**config.mk**
```make
export PLATFORM = sky130hd
export DESIGN_NAME = shot_countdown_timer
export DESIGN_NICKNAME = d
export VERILOG_FILES = /design/src/rtl/shot_countdown_timer.sv
export SDC_FILE = /design/constraint.sdc
export NUM_CORES = 1
export LEC_CHECK = 0
export BUFFER_PORTS_ARGS = -buffer_cell sky130_fd_sc_hd__buf_2
export CAP_MARGIN = 0
export CORE_MARGIN = 3
export CORE_UTILIZATION = 56
export DETAILED_ROUTE_END_ITERATION = 6
export PLACE_DENSITY = 0.79
export RECOVER_POWER = 50
export SETUP_SLACK_MARGIN = 0.5
export SLEW_MARGIN = 20
export SYNTH_ARGS = -nofsm -noshare
export SYNTH_HDL_FRONTEND = slang
export SYNTH_SLANG_ARGS = --single-unit
```
**constraint.sdc**
```tcl
create_clock -name clk -period 5.5 [get_ports clk]
set_input_delay 1.375 -clock clk [delete_from_list [all_inputs] [get_ports clk]]
set_output_delay 1.375 -clock clk [all_outputs]
set_load 0.1 [all_outputs]
```
**src/rtl/shot_countdown_timer.sv**
```systemverilog
// shot_countdown_timer: 0..99 s BCD shot clock driven by a one-second tick.
// The optional blinking low-time warning is built only when the macro
// COUNTDOWN_WARN_EN is defined; otherwise the warn port is tied low.
module shot_countdown_timer #(
  parameter int unsigned START_VAL   = 30,
  parameter int unsigned WARN_THRESH = 5
) (
  input  logic       clk,
  input  logic       resetN,
  input  logic       one_sec,
  input  logic       load,
  input  logic [6:0] load_val,
  input  logic       start,
  input  logic       pause,
  output logic [3:0] tens,
  output logic [3:0] units,
  output logic       running,
  output logic       expired,
  output logic       timeout_pulse,
  output logic       warn
);

  typedef enum logic [1:0] {
    ST_IDLE,
    ST_RUN,
    ST_PAUSED,
    ST_EXPIRED
  } state_t;

  localparam logic [3:0] START_TENS  = 4'(START_VAL / 10);
  localparam logic [3:0] START_UNITS = 4'(START_VAL % 10);

  // Reject parameter values the digit path cannot represent.
  if (START_VAL < 1 || START_VAL > 99 || WARN_THRESH > 99) begin : g_param_check
    $error("shot_countdown_timer: START_VAL must be 1..99 and WARN_THRESH 0..99");
  end

  state_t     state_q, state_d;
  logic [3:0] tens_q, tens_d;
  logic [3:0] units_q, units_d;
  logic       running_q, running_d;
  logic       expired_q, expired_d;
  logic       timeout_pulse_q, timeout_pulse_d;

  logic [6:0] load_sat;
  logic [3:0] load_tens;
  logic [3:0] load_units;
  logic [3:0] dec_tens;
  logic [3:0] dec_units;
  logic       dec_zero;
  logic       cur_zero;

  // Saturate the binary load value at 99 and split it into BCD digits.
  always_comb begin
    load_sat   = (load_val > 7'd99) ? 7'd99 : load_val;
    load_tens  = 4'(load_sat / 7'd10);
    load_units = 4'(load_sat % 7'd10);
  end

  // One-second BCD decrement of the current digits, clamped at 00.
  always_comb begin
    if (units_q != 4'd0) begin
      dec_tens  = tens_q;
      dec_units = units_q - 4'd1;
    end else if (tens_q != 4'd0) begin
      dec_tens  = tens_q - 4'd1;
      dec_units = 4'd9;
    end else begin
      dec_tens  = 4'd0;
      dec_units = 4'd0;
    end
    cur_zero = (tens_q == 4'd0) && (units_q == 4'd0);
    dec_zero = (dec_tens == 4'd0) && (dec_units == 4'd0);
  end

  // Next-state and next-digit logic; load beats pause beats start beats tick.
  always_comb begin
    state_d         = state_q;
    tens_d          = tens_q;
    units_d         = units_q;
    timeout_pulse_d = 1'b0;
    if (load) begin
      state_d = ST_IDLE;
      tens_d  = load_tens;
      units_d = load_units;
    end else begin
      case (state_q)
        ST_IDLE: begin
          if (!pause && start) begin
            if (cur_zero) begin
              state_d         = ST_EXPIRED;
              timeout_pulse_d = 1'b1;
            end else begin
              state_d = ST_RUN;
            end
          end
        end
        ST_RUN: begin
          if (pause) begin
            state_d = ST_PAUSED;
          end else if (one_sec) begin
            if (cur_zero || dec_zero) begin
              state_d         = ST_EXPIRED;
              tens_d          = 4'd0;
              units_d         = 4'd0;
              timeout_pulse_d = 1'b1;
            end else begin
              tens_d  = dec_tens;
              units_d = dec_units;
            end
          end
        end
        ST_PAUSED: begin
          if (!pause && start) begin
            state_d = ST_RUN;
          end
        end
        ST_EXPIRED: begin
          tens_d  = 4'd0;
          units_d = 4'd0;
        end
        default: begin
          state_d = ST_IDLE;
        end
      endcase
    end
    running_d = (state_d == ST_RUN);
    expired_d = (state_d == ST_EXPIRED);
  end

  // Register state, digits and status outputs; reset restores the start value.
  always_ff @(posedge clk) begin
    if (!resetN) begin
      state_q         <= ST_IDLE;
      tens_q          <= START_TENS;
      units_q         <= START_UNITS;
      running_q       <= 1'b0;
      expired_q       <= 1'b0;
      timeout_pulse_q <= 1'b0;
    end else begin
      state_q         <= state_d;
      tens_q          <= tens_d;
      units_q         <= units_d;
      running_q       <= running_d;
      expired_q       <= expired_d;
      timeout_pulse_q <= timeout_pulse_d;
    end
  end

  assign tens          = tens_q;
  assign units         = units_q;
  assign running       = running_q;
  assign expired       = expired_q;
  assign timeout_pulse = timeout_pulse_q;

`ifdef COUNTDOWN_WARN_EN
  localparam logic [6:0] WARN_LIMIT = 7'(WARN_THRESH);

  logic       warn_q, warn_d;
  logic [6:0] cur_bin;
  logic [6:0] dec_bin;
  logic       cur_in_win;
  logic       dec_in_win;

  // Warning blinks once per tick while RUN sits inside the low-time window.
  always_comb begin
    cur_bin    = 7'(tens_q) * 7'd10 + 7'(units_q);
    dec_bin    = 7'(dec_tens) * 7'd10 + 7'(dec_units);
    cur_in_win = !cur_zero && (cur_bin <= WARN_LIMIT);
    dec_in_win = !dec_zero && (dec_bin <= WARN_LIMIT);
    warn_d     = 1'b0;
    if (state_d == ST_RUN) begin
      if (state_q != ST_RUN) begin
        warn_d = cur_in_win;
      end else if (one_sec) begin
        warn_d = dec_in_win ? (cur_in_win ? ~warn_q : 1'b1) : 1'b0;
      end else begin
        warn_d = warn_q;
      end
    end
  end

  // Register the warning output.
  always_ff @(posedge clk) begin
    if (!resetN) begin
      warn_q <= 1'b0;
    end else begin
      warn_q <= warn_d;
    end
  end

  assign warn = warn_q;
`else
  assign warn = 1'b0;
`endif

endmodule

```
## Word-level counts from Yosys, hierarchy flattened

Cells that the tools add are included.

- $add $sub $neg: 2
- Divide/modulo/power cells: 2
- Magnitude comparators: 1
- Equal/unequal tests: 7
- Multiplexer cells: 29
- Bitwise gates (word level): 1
- Reduce and logical (&&, ||, !) cells: 15

Operator list:

| kind | count |
|---|---|
| 4-bit two-way mux | 12 |
| 4-bit zero test | 4 |
| 4-bit case mux with 2 select lines | 2 |
| 2-bit two-way mux | 7 |
| 4-bit nonzero test | 2 |
| 4-bit by 1-bit subtractor with 4-bit output (second input constant) | 2 |
| 7-bit by 4-bit divider with 7-bit output (second input constant) | 1 |
| 7-bit greater-than comparator (second input constant) | 1 |
| 7-bit by 4-bit modulo with 7-bit output (second input constant) | 1 |
| 7-bit two-way mux | 1 |
| 2-bit == test (second input constant) | 3 |
| 3-bit != test (second input constant) | 2 |
| 2-bit case mux with 3 select lines | 1 |
| 1-bit two-way mux | 5 |
| 2-bit by 1-bit == test with 1-bit output (second input constant) | 2 |
| 1-bit logical AND | 3 |
| 3-bit AND reduction | 1 |
| 3-bit nonzero test | 1 |
| 2-bit zero test | 1 |
| 1-bit case mux with 2 select lines | 1 |
| 2-bit OR reduction | 1 |
| 1-bit zero test | 1 |
| 1-bit logical OR | 1 |
| 1-bit NOT | 1 |

- Bits in registers: 13
- Input bits: 13
- Output and inout port bits: 12
- Logic and storage cells: 63

## Depth between registers and ports, before layout

- Word-level depth: 12
- Depth in mapped cells: 21
- Mapped depth without buffers: 18

## Worst setup path before layout

Ideal clock, no wire load.

- Path type: in2reg
- Start: in load_val[6]
- End: reg units_q[1], in the netlist units[1]
- Setup time: 0.060 ns
- Data arrival time: 4.797 ns
- Data required time: 5.440 ns
- Setup slack: 0.643 ns
- Cell stages on the path: 19
- Buffers on the path: 2
- Path through: buf_6 -> buf_6 -> nand2_1 -> and2_1 -> ha_1 -> and4b_4 -> or3_1 -> ha_1 -> nor2b_1 -> o311ai_2 -> o221ai_2 -> nor3_1 -> nor2_1 -> ha_1 -> a21oi_1 -> nor2_1 -> o22a_1 -> a2111oi_2 -> a311o_1

- Word-level cells in the longest chain between the ends: 4

Ends and longest elaborated chain:

| element | RTL line | text |
|---|---|---|
| start: declaration | 12 | `input logic [6:0] load_val,` |
| 7-bit greater-than comparator | 55 | `load_sat = (load_val > 7'd99) ? 7'd99 : load_val;` |
| 7-bit two-way mux * | 55 |  |
| 7-bit by 4-bit modulo with 7-bit output * | 57 | `load_units = 4'(load_sat % 7'd10);` |
| 4-bit two-way mux * | 82 | `if (load) begin` |
| end signal: assignment | 143 | `units_q <= units_d;` |
| end: declaration | 40 | `logic [3:0] units_q, units_d;` |

Every way passes the cells marked *; elsewhere a longest branch is shown, timed or not.
A chain may end at the register's enable or synchronous reset.

## Worst setup path in the final report

- Start: in load_val[5]
- End: reg tens_q[0], in the netlist tens[0]

- Word-level cells in the longest chain between the ends: 4

Ends and longest elaborated chain:

| element | RTL line | text |
|---|---|---|
| 7-bit greater-than comparator | 55 |  |
| 7-bit two-way mux * | 55 |  |
| 7-bit by 4-bit divider with 7-bit output * | 56 | `load_tens = 4'(load_sat / 7'd10);` |
| 4-bit two-way mux * | 82 |  |
| end signal: assignment | 142 | `tens_q <= tens_d;` |
| end: declaration | 39 | `logic [3:0] tens_q, tens_d;` |

Marked as above.

==> summary.md <==
| Metric | Value |
|---|---|
| Outcome | completed |
| Flip-flop cell with the highest count after synthesis | sky130_fd_sc_hd__dfxtp_1 |
| Total number of vias | 1498 |
| Fin Clk Skew | 1.06 ps |
| Most frequent standard cell in the layout excluding fill and tap cells | sky130_fd_sc_hd__nor2_1 |
| Insertion delay to the later sink of the worst-skew pair | around 280 ps |
| Final TNS setup | 0 ps |
| Rel. slew slack | 0.219 |
| Root Buffer Master | sky130_fd_sc_hd__clkbuf_4 |
| Final core utilization | 0.676 |
| Max capacitance violation total | 0 |
| Share of cells above drive strength 1 | 0.176 |
| Routed wl met3 | 180 um |
| Cell Rows | 17 |
| Avg Cell Area, Syn | between 7 and 8 um2 |
| Crit path arrival time | 4920 ps |
| Critical setup path kind | primary input to register |
| Highest ir drop seen on vdd | 0.210 mV |
| Most frequent cells in the layout | 20 x sky130_fd_sc_hd__nor2_1, 15 x sky130_fd_sc_hd__buf_2, 14 x sky130_fd_sc_hd__nand2_1, 13 x sky130_fd_sc_hd__dfxtp_1, 12 x sky130_fd_sc_hd__inv_1 |
| Filler instances | approximately 200 |
| Part of the cycle the worst path needs | 0.862 |
| Boundary Pins | 25 |
| Routed length on met1 | about 1700 um |
| H-Tree Depth | 1 |
| Half-perimeter wire length after placement | 2760 um |
| Synth warnings | 0 |
| Multi-input gate area in the final layout | 1050 um2 |
| Overall routed net length | 3580 um |
| Detailed router's first-iteration violation count | 70 |
| Total Routing Usage GR | 0.231 |
| Hold Vio Cnt, Final | 0 |
| Count of buffer and inverter cells on the critical path | 3 |
| Hold Slack | about 560 ps |
| First-pass GRT wire length | 5990 um |
| Peak per-stage delay on the critical path | 370 ps |
| Signed area change from the synthesized netlist to the final layout | 9.82% |
| Antenna violations before repair | 0 |
| Average wire per cell in the routed design | ~15 um |
| # setup viols final | 0 |
| Die boundary width | 56.2 um |
| Power density over cell area | 235 nW/um2 |
| Remaining number of nets flagged by the antenna check after routing | 0 |
| Starting Density | 0.615 |
| Setup repair after global routing missed its margin | false |
| Post-Place Setup Slack | 484 ps |
| Critical path's top delay family | compound AO/OA/AOI/OAI gates |
| TritonCTS clock tree | done |
| Top sig layer | met4 |
| Die ar. | 3160 um2 |
| Number of enable flip-flop cells after synthesis | 0 |
| # DRC | 0 |
| Area of the core | 2300 um2 |
| Average via count per standard cell | 6.29 |
| Final weighted congestion in routability-driven placement | 0.918 |
| TritonCTS Buffers | 3 |
| Maximum buffer depth of the clock tree | 2 |
| Worst-path cell with the longest stage delay | sky130_fd_sc_hd__or3_1 |
| Vert. Die Dim | 56.2 um |
| Met2 wire length | 1650 um |
| Number of global-route vias before repair | 1323 |
| Yosys reg bits | 13 |
| Largest fanout of any net on the critical path | 16 |
| Post-synthesis instance area | 1410 um2 |
| Capturing element type of the critical path | register |
| Upper clock frequency limit | 211 MHz |
| Series of cell instances along the critical path | buf_2 > buf_4 > inv_1 > ha_1 > and4b_4 > or3_1 > ha_1 > nor2b_1 > o311ai_2 > o221ai_2 > a21oi_1 > nor2_1 > nor2_1 > ha_1 > a21oi_1 > nor2_1 > o22a_1 > nand2_1 > a221o_1 |
| Sequential cell area | 260 um2 |
| Number of unique standard cell types used by synthesis | 60 |
| Final Total Pwr | 365 uW |
| Clock transition time at the flip-flop clock pins of the worst setup and hold paths | 80 ps |
| Count of input and output buffers | 23 |
| Setup ws final | 758 ps |
| Total congestion overflow | 0 |
| # nets final | 229 |
| Number of clock sinks seen by CTS | 13 |
| Final period demand of the worst path | 4740 ps |
| Portion of the post-synthesis area used by sequential elements | 0.184 |
| Detailed Routing Iterations Pass 1 | 4 |
| Share of synthesized flip-flops with an asynchronous set or reset | 0 |
| Diodes inserted | 0 |
| Net count after synthesis | 205 |
| Gate Count Post-Synth | 187 |
| Largest net degree at the start of global routing | 18 |
| Required time of the critical path | approximately 5700 ps |
| Cts hold-fix bufs | 0 |
| P_leak | 0.646 nW |
| Kind of start point of the critical path | primary input |
| Actual slew at the worst max-slew pin | 1180 ps |
| Hold WC Path Type | register to register |
| Final Max Slew Viols | 0 |
[sequential cells by signal, indices dropped and copies added (netlist names)]
signal / cells
state_q: 2
running: 1
tens: 4
units: 4
expired: 1
timeout_pulse: 1
[logic make-up (layout without fill, tap and decap cells)]
| kind of cell | count (synthesis) | in the layout | share of synthesized area |
|---|---|---|---|
| mux | 2 | 2 | 0.0150 |
| fa+ha+maj | 5 | 5 | 0.0442 |
| flops | 13 | 13 | 0.184 |
| simple gates | 82 | 82 | 0.325 |
| compound gates | 64 | 64 | 0.347 |
| other cells | 1 | 1 | 0.00265 |
| buf+inv | 20 | 43 | 0.0823 |
[worst paths after layout]
| path | slack, ps | end | start | depth (start not counted) |
|---|---|---|---|---|
| worst max-delay path | 760 | tens[0] | load_val[5] | 19 |
| worst min-delay path | 560 | tens[3] | tens[3] | 2 |
| worst max register to register | 3390 | running | tens[0] | 7 |
| worst min register to register | 560 | tens[3] | tens[3] | 2 |
[tightest hold or removal path, stage by stage (launching register included)]
cell and delay (ps):
sky130_fd_sc_hd__dfxtp_1 370, sky130_fd_sc_hd__nand2_1 80, sky130_fd_sc_hd__a31oi_1 60
[cell usage after synthesis, types with 2 or more instances]
cell                         n  area share
sky130_fd_sc_hd__o211ai_1    3       0.016
sky130_fd_sc_hd__nand2_1    14       0.037
sky130_fd_sc_hd__o311a_1     2       0.014
sky130_fd_sc_hd__nor2_1     20       0.053
sky130_fd_sc_hd__a31oi_1     3       0.013
sky130_fd_sc_hd__a21boi_1    2       0.011
sky130_fd_sc_hd__nor2b_1     5       0.022
sky130_fd_sc_hd__clkbuf_1    2      0.0053
sky130_fd_sc_hd__o2111ai_1   2       0.012
sky130_fd_sc_hd__dfxtp_1    13        0.18
sky130_fd_sc_hd__nand3b_1    2       0.011
sky130_fd_sc_hd__nor4_1      2      0.0088
sky130_fd_sc_hd__a21o_1      4       0.021
sky130_fd_sc_hd__nor3b_1     3       0.016
sky130_fd_sc_hd__buf_6       5       0.040
sky130_fd_sc_hd__or3_1       4       0.018
sky130_fd_sc_hd__and2_1      5       0.022
sky130_fd_sc_hd__o21ai_1     2      0.0071
sky130_fd_sc_hd__o311ai_1    2       0.012
sky130_fd_sc_hd__inv_1      12       0.032
sky130_fd_sc_hd__ha_1        5       0.044
sky130_fd_sc_hd__a21oi_1    10       0.035
sky130_fd_sc_hd__nor3_1      7       0.025
sky130_fd_sc_hd__o221ai_2    2       0.021
sky130_fd_sc_hd__a211o_1     2       0.012
sky130_fd_sc_hd__nand2b_1    8       0.035
sky130_fd_sc_hd__nand4b_1    2       0.012
sky130_fd_sc_hd__o21a_1      2       0.011
sky130_fd_sc_hd__o21ai_0    11       0.039
[what timing repair did]
item | 4_1_cts | 5_1_grt
resized for setup | 0 | 1
buffers inserted | 0 | 1
setup endpoints to repair | 0 | 1
[cell type report]
cell class | count | area share
clock buffer | 3 | 0.0145
clock inverter | 1 | 0.00322
inverter | 12 | 0.0290
multi-input combinational | 154 | 0.676
sequential | 13 | 0.168
tap | 28 | 0.0226
timing repair buffer | 27 | 0.0870
[where the power goes]
group	total (mW)	internal (mW)	leakage, nW	switching (mW)
Combinational	0.191	0.0581	0.521	0.133
Sequential	0.114	0.102	0.107	0.0118
Clock	0.0601	0.0270	0.0177	0.0331
[layer usage]
| layer | vias to the layer above | track usage |
|---|---|---|
| li1 | 747 | - |
| met1 | 712 | 0.335 |
| met2 | 37 | 0.351 |
| met3 | 2 | 0.0510 |
| met4 | 0 | 0.0441 |
| met5 | - | 0 |
[metrics by stage]
| stage | cells | cell area [um2] |
|---|---|---|
| 3_3_place_gp | 233 | 1520 |
| 2_1_floorplan | 187 | 1410 |
| 6_report | 238 | 1550 |
| 5_1_grt | 238 | 1550 |
| 4_1_cts | 237 | 1540 |
| 3_5_place_dp | 233 | 1520 |
Power figures use the tool's default switching activity.
